===== config.mk =====
export PLATFORM = sky130hd
export DESIGN_NAME = uart_tx_fifo
export DESIGN_NICKNAME = d
export VERILOG_FILES = /design/src/rtl/uart_tx_fifo.sv
export SDC_FILE = /design/constraint.sdc
export NUM_CORES = 1
export LEC_CHECK = 0
export ABC_CLOCK_PERIOD_IN_PS = 2300
export CELL_PAD_IN_SITES_DETAIL_PLACEMENT = 0
export CELL_PAD_IN_SITES_GLOBAL_PLACEMENT = 1
export CORE_ASPECT_RATIO = 1.25
export CORE_UTILIZATION = 47
export CTS_CLUSTER_SIZE = 25
export DETAILED_ROUTE_END_ITERATION = 8
export MAX_ROUTING_LAYER = met4
export PLACE_DENSITY = 0.77
export REMOVE_ABC_BUFFERS = 1
export SLEW_MARGIN = 40
export SYNTH_ARGS = -nofsm -noshare
export SYNTH_HDL_FRONTEND = slang
export SYNTH_SLANG_ARGS = --single-unit

===== constraint.sdc =====
create_clock -name clk -period 2.3 [get_ports clk]
set_input_delay 0.46 -clock clk [delete_from_list [all_inputs] [get_ports clk]]
set_output_delay 0.46 -clock clk [all_outputs]
set_load 0.005 [all_outputs]

===== src/rtl/uart_tx_fifo.sv =====
// First-word-fall-through byte FIFO that queues host bytes for a UART transmitter.
// Full/empty come from a registered count; overflow is a sticky flag for pushes attempted while full.
module uart_tx_fifo #(
  parameter int DATA_W   = 8,
  parameter int DEPTH    = 16,
  parameter int AF_LEVEL = 12
) (
  input  logic                       clk,
  input  logic                       rst,
  input  logic [DATA_W-1:0]          s_data,
  input  logic                       s_valid,
  output logic                       s_ready,
  output logic [DATA_W-1:0]          m_data,
  output logic                       m_valid,
  input  logic                       m_ready,
  input  logic                       flush,
  input  logic                       clear_ovf,
  output logic [$clog2(DEPTH):0]     count,
  output logic                       almost_full,
  output logic                       overflow
);

  localparam int AW = $clog2(DEPTH);
  localparam int CW = AW + 1;

  logic [DATA_W-1:0] mem [DEPTH];
  logic [AW-1:0]     wr_ptr;
  logic [AW-1:0]     rd_ptr;
  logic [CW-1:0]     cnt;
  logic [CW-1:0]     cnt_nxt;
  logic              push;
  logic              pop;
  logic              ovf_evt;
  logic              af_nxt;

  // Handshake outputs depend only on the registered count.
  assign s_ready = (cnt != CW'(DEPTH));
  assign m_valid = (cnt != '0);
  assign push    = s_valid & s_ready;
  assign pop     = m_valid & m_ready;
  assign ovf_evt = s_valid & ~s_ready;
  assign m_data  = m_valid ? mem[rd_ptr] : '0;
  assign count   = cnt;

  always_comb begin
    cnt_nxt = cnt;
    if (flush)
      cnt_nxt = '0;
    else if (push && !pop)
      cnt_nxt = cnt + CW'(1);
    else if (pop && !push)
      cnt_nxt = cnt - CW'(1);
    af_nxt = (32'(cnt_nxt) >= 32'(AF_LEVEL));
  end

  always_ff @(posedge clk or posedge rst) begin
    if (rst) begin
      cnt         <= '0;
      wr_ptr      <= '0;
      rd_ptr      <= '0;
      almost_full <= 1'b0;
      overflow    <= 1'b0;
    end else begin
      cnt         <= cnt_nxt;
      almost_full <= af_nxt;
      if (flush) begin
        wr_ptr <= '0;
        rd_ptr <= '0;
      end else begin
        if (push) wr_ptr <= wr_ptr + AW'(1);
        if (pop)  rd_ptr <= rd_ptr + AW'(1);
      end
      // A new overflow event wins over a concurrent clear.
      if (ovf_evt)
        overflow <= 1'b1;
      else if (clear_ovf)
        overflow <= 1'b0;
    end
  end

  // Storage is data only; stale entries are never visible because m_data is gated by m_valid.
  always_ff @(posedge clk) begin
    if (push && !flush)
      mem[wr_ptr] <= s_data;
  end

endmodule


Yosys cells after proc, flatten, opt, wreduce, memory -nomap -nowiden

Memories as Yosys holds them, arrays and structs flattened.
Cells that the tools add are included.

Input port bits: 14
Logic and storage cells: 38
Output and inout bits: 17
Memories: 1
Register bits: 15
Memory bits (writable): 128

Equality and inequality tests: 1
Bitwise logic cells: 4
Multiplexer cells: 12
Reduce and logical (&&, ||, !) cells: 10
$add $sub $neg: 4
$lt $le $gt $ge: 1

Memories:

| memory | words | width | rd ports | clocked after Yosys merged registers in | wr ports | line | text |
|---|---|---|---|---|---|---|---|
| mem    | 16    | 8     | 1        | 0                                       | 1        | 26   | `logic [DATA_W-1:0] mem [DEPTH];` |

Operators with widths:

| kind                  | number |
|---|---|
| $mux W4               | 4 |
| $mux W5               | 3 |
| $add A4 B1 Y4 const B | 2 |
| $mux W8               | 1 |
| $reduce_bool A2 Y1    | 3 |
| $add A5 B1 Y5 const B | 1 |
| $ge A5 B4 Y1 const B  | 1 |
| $ne A5 B5 Y1 const B  | 1 |
| $reduce_bool A5 Y1    | 1 |
| $sub A5 B1 Y5 const B | 1 |
| $mux W1               | 4 |
| $and A1 B1 Y1         | 3 |
| $logic_and A1 B1 Y1   | 3 |
| $logic_not A1 Y1      | 3 |
| $not A1 Y1            | 1 |

Longest topological paths before layout

Gate-level depths: netlist (run 1).

Word-level depth: 8
Gate-level depth with buffers: 8
Gate-level depth less buffers: 7

Worst setup path after synthesis (run 1)

No wires, ideal clock.

Kind: flip-flop to flip-flop
Start: reg cnt[0] (netlist: count[0])
End: mem mem[0][0], enable pin
Cell stages (with the launch flop): 9
Path buffers: 1
Data required time: 1917 ps
Slack: -175 ps
Data arrival time: 2092 ps
Cell sequence: dfrtp_1 > inv_1 > ha_1 > nand4bb_1 > clkbuf_1 > nand2_1 > nor2_1 > nand2_1 > nor3_1

Word-level cells in the longest chain between the ends: 5

Ends and longest elaborated chain:

| what                          | line | text |
|---|---|---|
| from (decl)                   | 29   | `logic [CW-1:0] cnt;` |
| from (signal assigned)        | 64   | `cnt <= cnt_nxt;` |
| $ne A5 B5 Y1                  | 37   | `assign s_ready = (cnt != CW'(DEPTH));` |
| net s_ready                   | 12   | `output logic s_ready,` |
| $and A1 B1 Y1                 | 39   | `assign push = s_valid & s_ready;` |
| $logic_and A1 B1 Y1           | 83   | `if (push && !flush)` |
| $mux W1                       | 83   |  |
| $mux W1 (implied by the code) | 84   | `mem[wr_ptr] <= s_data;` |
| to (decl)                     | 26   |  |

The timed path passes the listed nets, and every way through them passes these cells.

Worst setup path in the final report (run 1)

Start: reg rd_ptr[0]
End: out m_data[6]

Word-level cells in the longest chain between the ends: 2

Ends and longest elaborated chain:

| what                   | line | text |
|---|---|---|
| from (decl)            | 28   | `logic [AW-1:0] rd_ptr;` |
| from (signal assigned) | 71   | `if (pop) rd_ptr <= rd_ptr + AW'(1);` |
| $mem_v2 Z16 W8         | --   |  |
| $mux W8                | 42   | `assign m_data = m_valid ? mem[rd_ptr] : '0;` |
| to (decl)              | 13   | `output logic [DATA_W-1:0] m_data,` |

Every way passes these cells.

==> results of run 1 <==
Yosys cell counts (2+ instances only):
master                     number
sky130_fd_sc_hd__xor2_1         4
sky130_fd_sc_hd__clkbuf_1       5
sky130_fd_sc_hd__nand2b_1       3
sky130_fd_sc_hd__buf_6          3
sky130_fd_sc_hd__ha_1           7
sky130_fd_sc_hd__or3_1          2
sky130_fd_sc_hd__a21oi_1        5
sky130_fd_sc_hd__nor2_1        23
sky130_fd_sc_hd__nand2_1       10
sky130_fd_sc_hd__nand4_1        4
sky130_fd_sc_hd__and2_1        10
sky130_fd_sc_hd__edfxtp_1     128
sky130_fd_sc_hd__nand3_1        6
sky130_fd_sc_hd__buf_2          3
sky130_fd_sc_hd__buf_12         2
sky130_fd_sc_hd__o21ai_0        4
sky130_fd_sc_hd__dfrtp_1       15
sky130_fd_sc_hd__buf_4          3
sky130_fd_sc_hd__xnor2_1        4
sky130_fd_sc_hd__inv_1          9
sky130_fd_sc_hd__mux4_2        29
sky130_fd_sc_hd__mux4_1        11
sky130_fd_sc_hd__nor3_1         6
state kept, by name (all words and copies together) (netlist names):
signal and flops:
wr_ptr 4, mem 128, rd_ptr 4, count 5, almost_full 1, overflow 1
metrics by stage:
step                TNS (ns)  instance area, µm²
global placement      -3.074                6684
floorplan             -8.846                5849
finish                -4.429                7551
global route          -4.941                7551
detailed placement    -3.144                6684
CTS                   -4.536                7547
kinds of logic after synthesis:
group	count (synthesis)
AOI/OAI and AO/OA	16
xor gates and xnor gates	8
adders and majority gates	7
buffers and inverters	28
DFF	143
muxes	42
and+or+nand+nor	70
final cells by class:
| cell class | instances | area [µm²] | area share, % |
|---|---|---|---|
| repair buffers | 86 | 872.1 | 11.55 |
| clock buffers | 17 | 425.4 | 5.634 |
| well taps | 164 | 205.2 | 2.717 |
| multi-input cells | 143 | 1613 | 21.36 |
| inverters | 9 | 33.78 | 0.4474 |
| flip-flops and latches | 143 | 4220 | 55.89 |
| clock inverters | 15 | 181.4 | 2.403 |
critical path: stages (launching register included):
cell	delay, ns
sky130_fd_sc_hd__dfrtp_2	0.44
sky130_fd_sc_hd__buf_12	0.15
sky130_fd_sc_hd__buf_12	0.13
sky130_fd_sc_hd__buf_12	0.12
sky130_fd_sc_hd__mux4_2	0.43
sky130_fd_sc_hd__mux4_2	0.48
sky130_fd_sc_hd__and2_4	0.15
sky130_fd_sc_hd__buf_6	0.11
path summary, 6_finish.rpt:
path                            from     endpoint  slack (ns)  depth (start not counted)
hold reg to reg             overflow     overflow        0.55                          2
min in group clk            overflow     overflow        0.55                          2
hold / removal                   rst     count[3]        0.42                          2
setup reg to reg            count[0]  almost_full        0.13                          9
max in group asynchronous        rst    rd_ptr[0]        1.43                          2
setup / recovery           rd_ptr[0]    m_data[6]       -0.58                          7
routing by layer:
layer / part of all wire (%) / routed length, µm / global-route usage (%) / vias up
li1: - / - / - / 1416
met1: 38 / 4492 / 23.97 / 1606
met2: 54 / 6417 / 35.33 / 94
met3: 5.4 / 643 / 3.748 / 19
met4: 2.1 / 250 / 8.699 / 0
met5: 0 / 0 / - / -
timing repair:
item	CTS	global route
buffers inserted	16	3
setup endpoints to repair	10	26
gates cloned	2	0
pin swaps	9	1
resized for setup	68	8
power breakdown:
part | internal, W | leakage [nW] | switching, W
registers | 0.00290 | 1.36 | 0.0000406
clock network | 0.00172 | 0.286 | 0.00106
logic | 0.00141 | 0.970 | 0.000897
==> impl_metrics.toml, run 1 <==
[outcome]
status = "complete, but fails checks"
violations = "negative setup slack"

[setup_path]
worst-endpoint-arrival_ns = 2.42
critPathLaunchType = "register"
worst-endpoint-required_ns = 1.84
critical_path_class = "reg -> out"
critPathMaxFanout = 5
crit_path_end_kind = "primary output"

[logic_synthesis]
yosys_warns = 0
yosys-top-cells-area = "sky130_fd_sc_hd__edfxtp_1 (64%), sky130_fd_sc_hd__mux4_2 (11%), sky130_fd_sc_hd__dfrtp_1 (6.3%), sky130_fd_sc_hd__mux4_1 (4.8%), sky130_fd_sc_hd__ha_1 (1.5%)"
multiplexer_area_fraction_after_synthesis_pct = 16.04
yosysTopAreaCell = "sky130_fd_sc_hd__edfxtp_1"
syn_avg_cell_area_um2 = 19.13
share_of_flip_flops_with_an_asynchronous_set_or_reset_pct = 10.49
syn_area_um2 = 6006
synth_edf_count = 128
share_of_the_synthesized_netlist_area_taken_by_xor_and_xnor_gates_pct = 1.167
yosysUniqueCellTypes = 41
synth_top_area_share_pct = 64.00
main_combinational_cell_family_by_area_after_synthesis = "multiplexers"
synth_adder_area_share_pct = 1.458
synthCells = 314
postSynthRegisterBits = 143
compound_gate_portion_of_the_synthesized_area_pct = 1.938
ys_dominant_reg_cell = "sky130_fd_sc_hd__edfxtp_1"
yosysSeqAreaShare_pct = 70.25
synth-simple-area-share_pct = 5.979

[global_route]
grt_max_degree = 30
grt_pass1_wl_um = 18310
first_global_vias = 3267
initial_antenna_violation_count = 0
groute.usage.overall_pct = 20.72
global_route.overflow_total = 0

[cells_and_area]
fin_cells = 577
layout.filler_cells = 907
layout-drive-gt1-share_pct = 36.32
layout_commonest_cell = "sky130_fd_sc_hd__edfxtp_1"
synthToLayoutAreaGrowth_pct = 25.73
antenna_cells = 0
finalCoreUtilization_pct = 61.52
num-nets-final = 421
mostFrequentLayoutCells = "sky130_fd_sc_hd__edfxtp_1 (128), sky130_fd_sc_hd__buf_4 (39), sky130_fd_sc_hd__mux4_2 (37)"

[timing]
timing_hold_violations_final = 0
finalSetupViolations = 8
worst_slew_margin_rel_pct = 58.41
timing.hold.ws_ns = 0.4246
finalMaxSlewViolations = 0
clock-skew-final_ns = 0.006104
max_freq_ghz = 0.3476
final.period_utilization_pct = 125.1
grt_setup_unrepaired = "true"
post-route-worst-setup-slack_ns = -0.5771
finalCriticalPeriod_ns = 2.877
worst_pin_slew_ns = 0.6232

[floorplanning]
die_area_um2 = 13240
core_area_um2 = 12270
placement_rows = 45
initial_core_util_pct = 48.93
ioPinCount = 31
dieWidth_um = 103.1
die_height_um = 128.4

[route]
remaining_drc_errors = 0
detailroute.via_count = 3135
dr.pass1.iters = 4
drt-total-wl_um = 11800
drt_iter0_drcs = 199
final_antenna_net_count = 0
routed_wire_length_per_instance_um = 20.46
via_to_cell_ratio = 5.433

[pwr]
p_per_area_nw_per_um2 = 1062
power_leakage_nw = 2.613
vdd_ir_drop_max_uv = 772.6
report.power.total_w = 0.008016

[clock_tree]
cts_root_buf = "sky130_fd_sc_hd__clkbuf_16"
cts_made_buffers = 17
tritoncts = "built"
insertion_delay_ns = 0.41
cts_hold_repair.buffers = 0
clk_path_buf_depth = 2
htree_num_levels = 4
cts.sinks = 143
worst_setup_hold_path_clk_slew_ns = 0.06

[job]
cap_viol_max_count = 0

[placed_design]
gp_congestion = 0.7755
pre_cts_ws_ns = -0.4287
place_inst = 526
dp_hpwl_um = 7669
portBuffers = 30

[worst_hold_path]
worstHoldPathType = "in -> async"
Note: power is estimated with default switching activity, not from simulation.
==> run 2: changes to the inputs <==
- HOLD_SLACK_MARGIN: default -> 0.06
- TNS_END_PERCENT: default -> 100
==> results of run 2 <==
The final DEF is identical to that of run 1; final timing and power are the same.
==> run 3: changes to the inputs <==
- CTS_CLUSTER_SIZE: 25 -> 30
==> results of run 3 <==
The final DEF is identical to that of run 1; final timing and power are the same.
==> RTL change, RTL diff (flow settings as in run 1) <==
The parameter `DEPTH` goes from 16 to 32.
--- a/src/rtl/uart_tx_fifo.sv
+++ b/src/rtl/uart_tx_fifo.sv
@@ -4,3 +4,3 @@
   parameter int DATA_W   = 8,
-  parameter int DEPTH    = 16,
+  parameter int DEPTH    = 32,
   parameter int AF_LEVEL = 12
Interface: changed (resized count); port bits go from 31 to 32. The function was not compared with the original's and may differ.
==> RTL change against run 1 <==
Register-to-register slack worse by 20 ps. Die area grew 82%. Sequential share of layout area grew 1.9 points. Routed wire length grew 120%. Hold slack worse by 120 ps. Synthesized area rose by 84%. Largest power group unchanged. Cell area up 87%. Total power up 73%. The flow still finishes with violations (negative setup slack). Count of clock-buffer cells in the layout increased by 16. Sequential cell count grew 131. Via count up 94%. First-iteration DRC count is 120% higher. Worst setup slack worse by 94 ps.
==> RTL change: results (changes against run 1) <==
status:
  status: "finished with violations"
  violations: "negative setup slack"
critical_path:
  cpPeakStageDelay_ps: 550  # +70 ps
  crit_arrival_ps: 2510  # +90 ps
  cp-endpoint: "m_data[7]"
pwr:
  swShare: 0.264  # +0.0148
  irDropWorstVdd_mv: 0.739  # -4.3%
placement:
  dpl.hpwl_um: 16800  # +120%
  io_buffers: 31  # +3.3%
drt:
  met2_wirelength_um: 13800  # +110%
  m1WireLength_um: 9820  # +120%
global_routing:
  grt_usage: 0.226  # +0.0191
  grt_use_met2: 0.401  # +0.0480
  met3_usage: 0.0240  # -0.0134
timing:
  setup_violations: 8  # unchanged
  fin_ws_ps: -671  # -93.7 ps
cells_and_area:
  n_all_inverters: 6  # -3
  nClkBuffers: 33  # +16
  multiInputGateArea_um2: 3130  # +94%
  nNetsFinal: 762  # +81%
  seq_cells: 274  # +92%
  buffers: 156  # +81%
  nonClkBufAreaFrac: 0.112  # -0.00378
logic_synthesis:
  yosysSeqAreaShare: 0.736  # +0.0332
  synth-async-reset-ratio: 0.0657  # -0.0392
  synth_common_cells: "edfxtp_1, mux4_2, nor2_1, a22oi_1, a21oi_1"
clock_network:
  htreeDepth: 1  # -3
## RTL change: cell count changes after synthesis, sizes merged, moves of 4 or more
cell	change
edfxtp	+128
or2	+8
mux4	+24
nand3b	+4
nor2b	+6
nand2	+7
buf	+8
and2	-8
nor2	+33
a21oi	+14
nor3	-5
clkbuf	+7
a22oi	+32
## RTL change: kinds of logic after synthesis
family / Yosys count
AOI/OAI and AO/OA: 71
buffers and inverters: 40
and+or+nand+nor: 122
adders and majority gates: 8
xor gates and xnor gates: 9
DFF: 274
muxes: 66
## RTL change: metrics by stage
stage / area, um^2 / power, mW / instances / hold WS, ps / TNS, ps
finish: 14100 / 13.9 / 1047 / 309 / -5160
detailed placement: 12400 / 8.96 / 972 / 533 / -9930
global placement: 12400 / 8.91 / 972 / 517 / -4500
CTS: 14000 / 13.8 / 1043 / 319 / -7290
floorplan: 10900 / 7.38 / 556 / 399 / -38870
global route: 14100 / 14.4 / 1047 / 343 / -5760
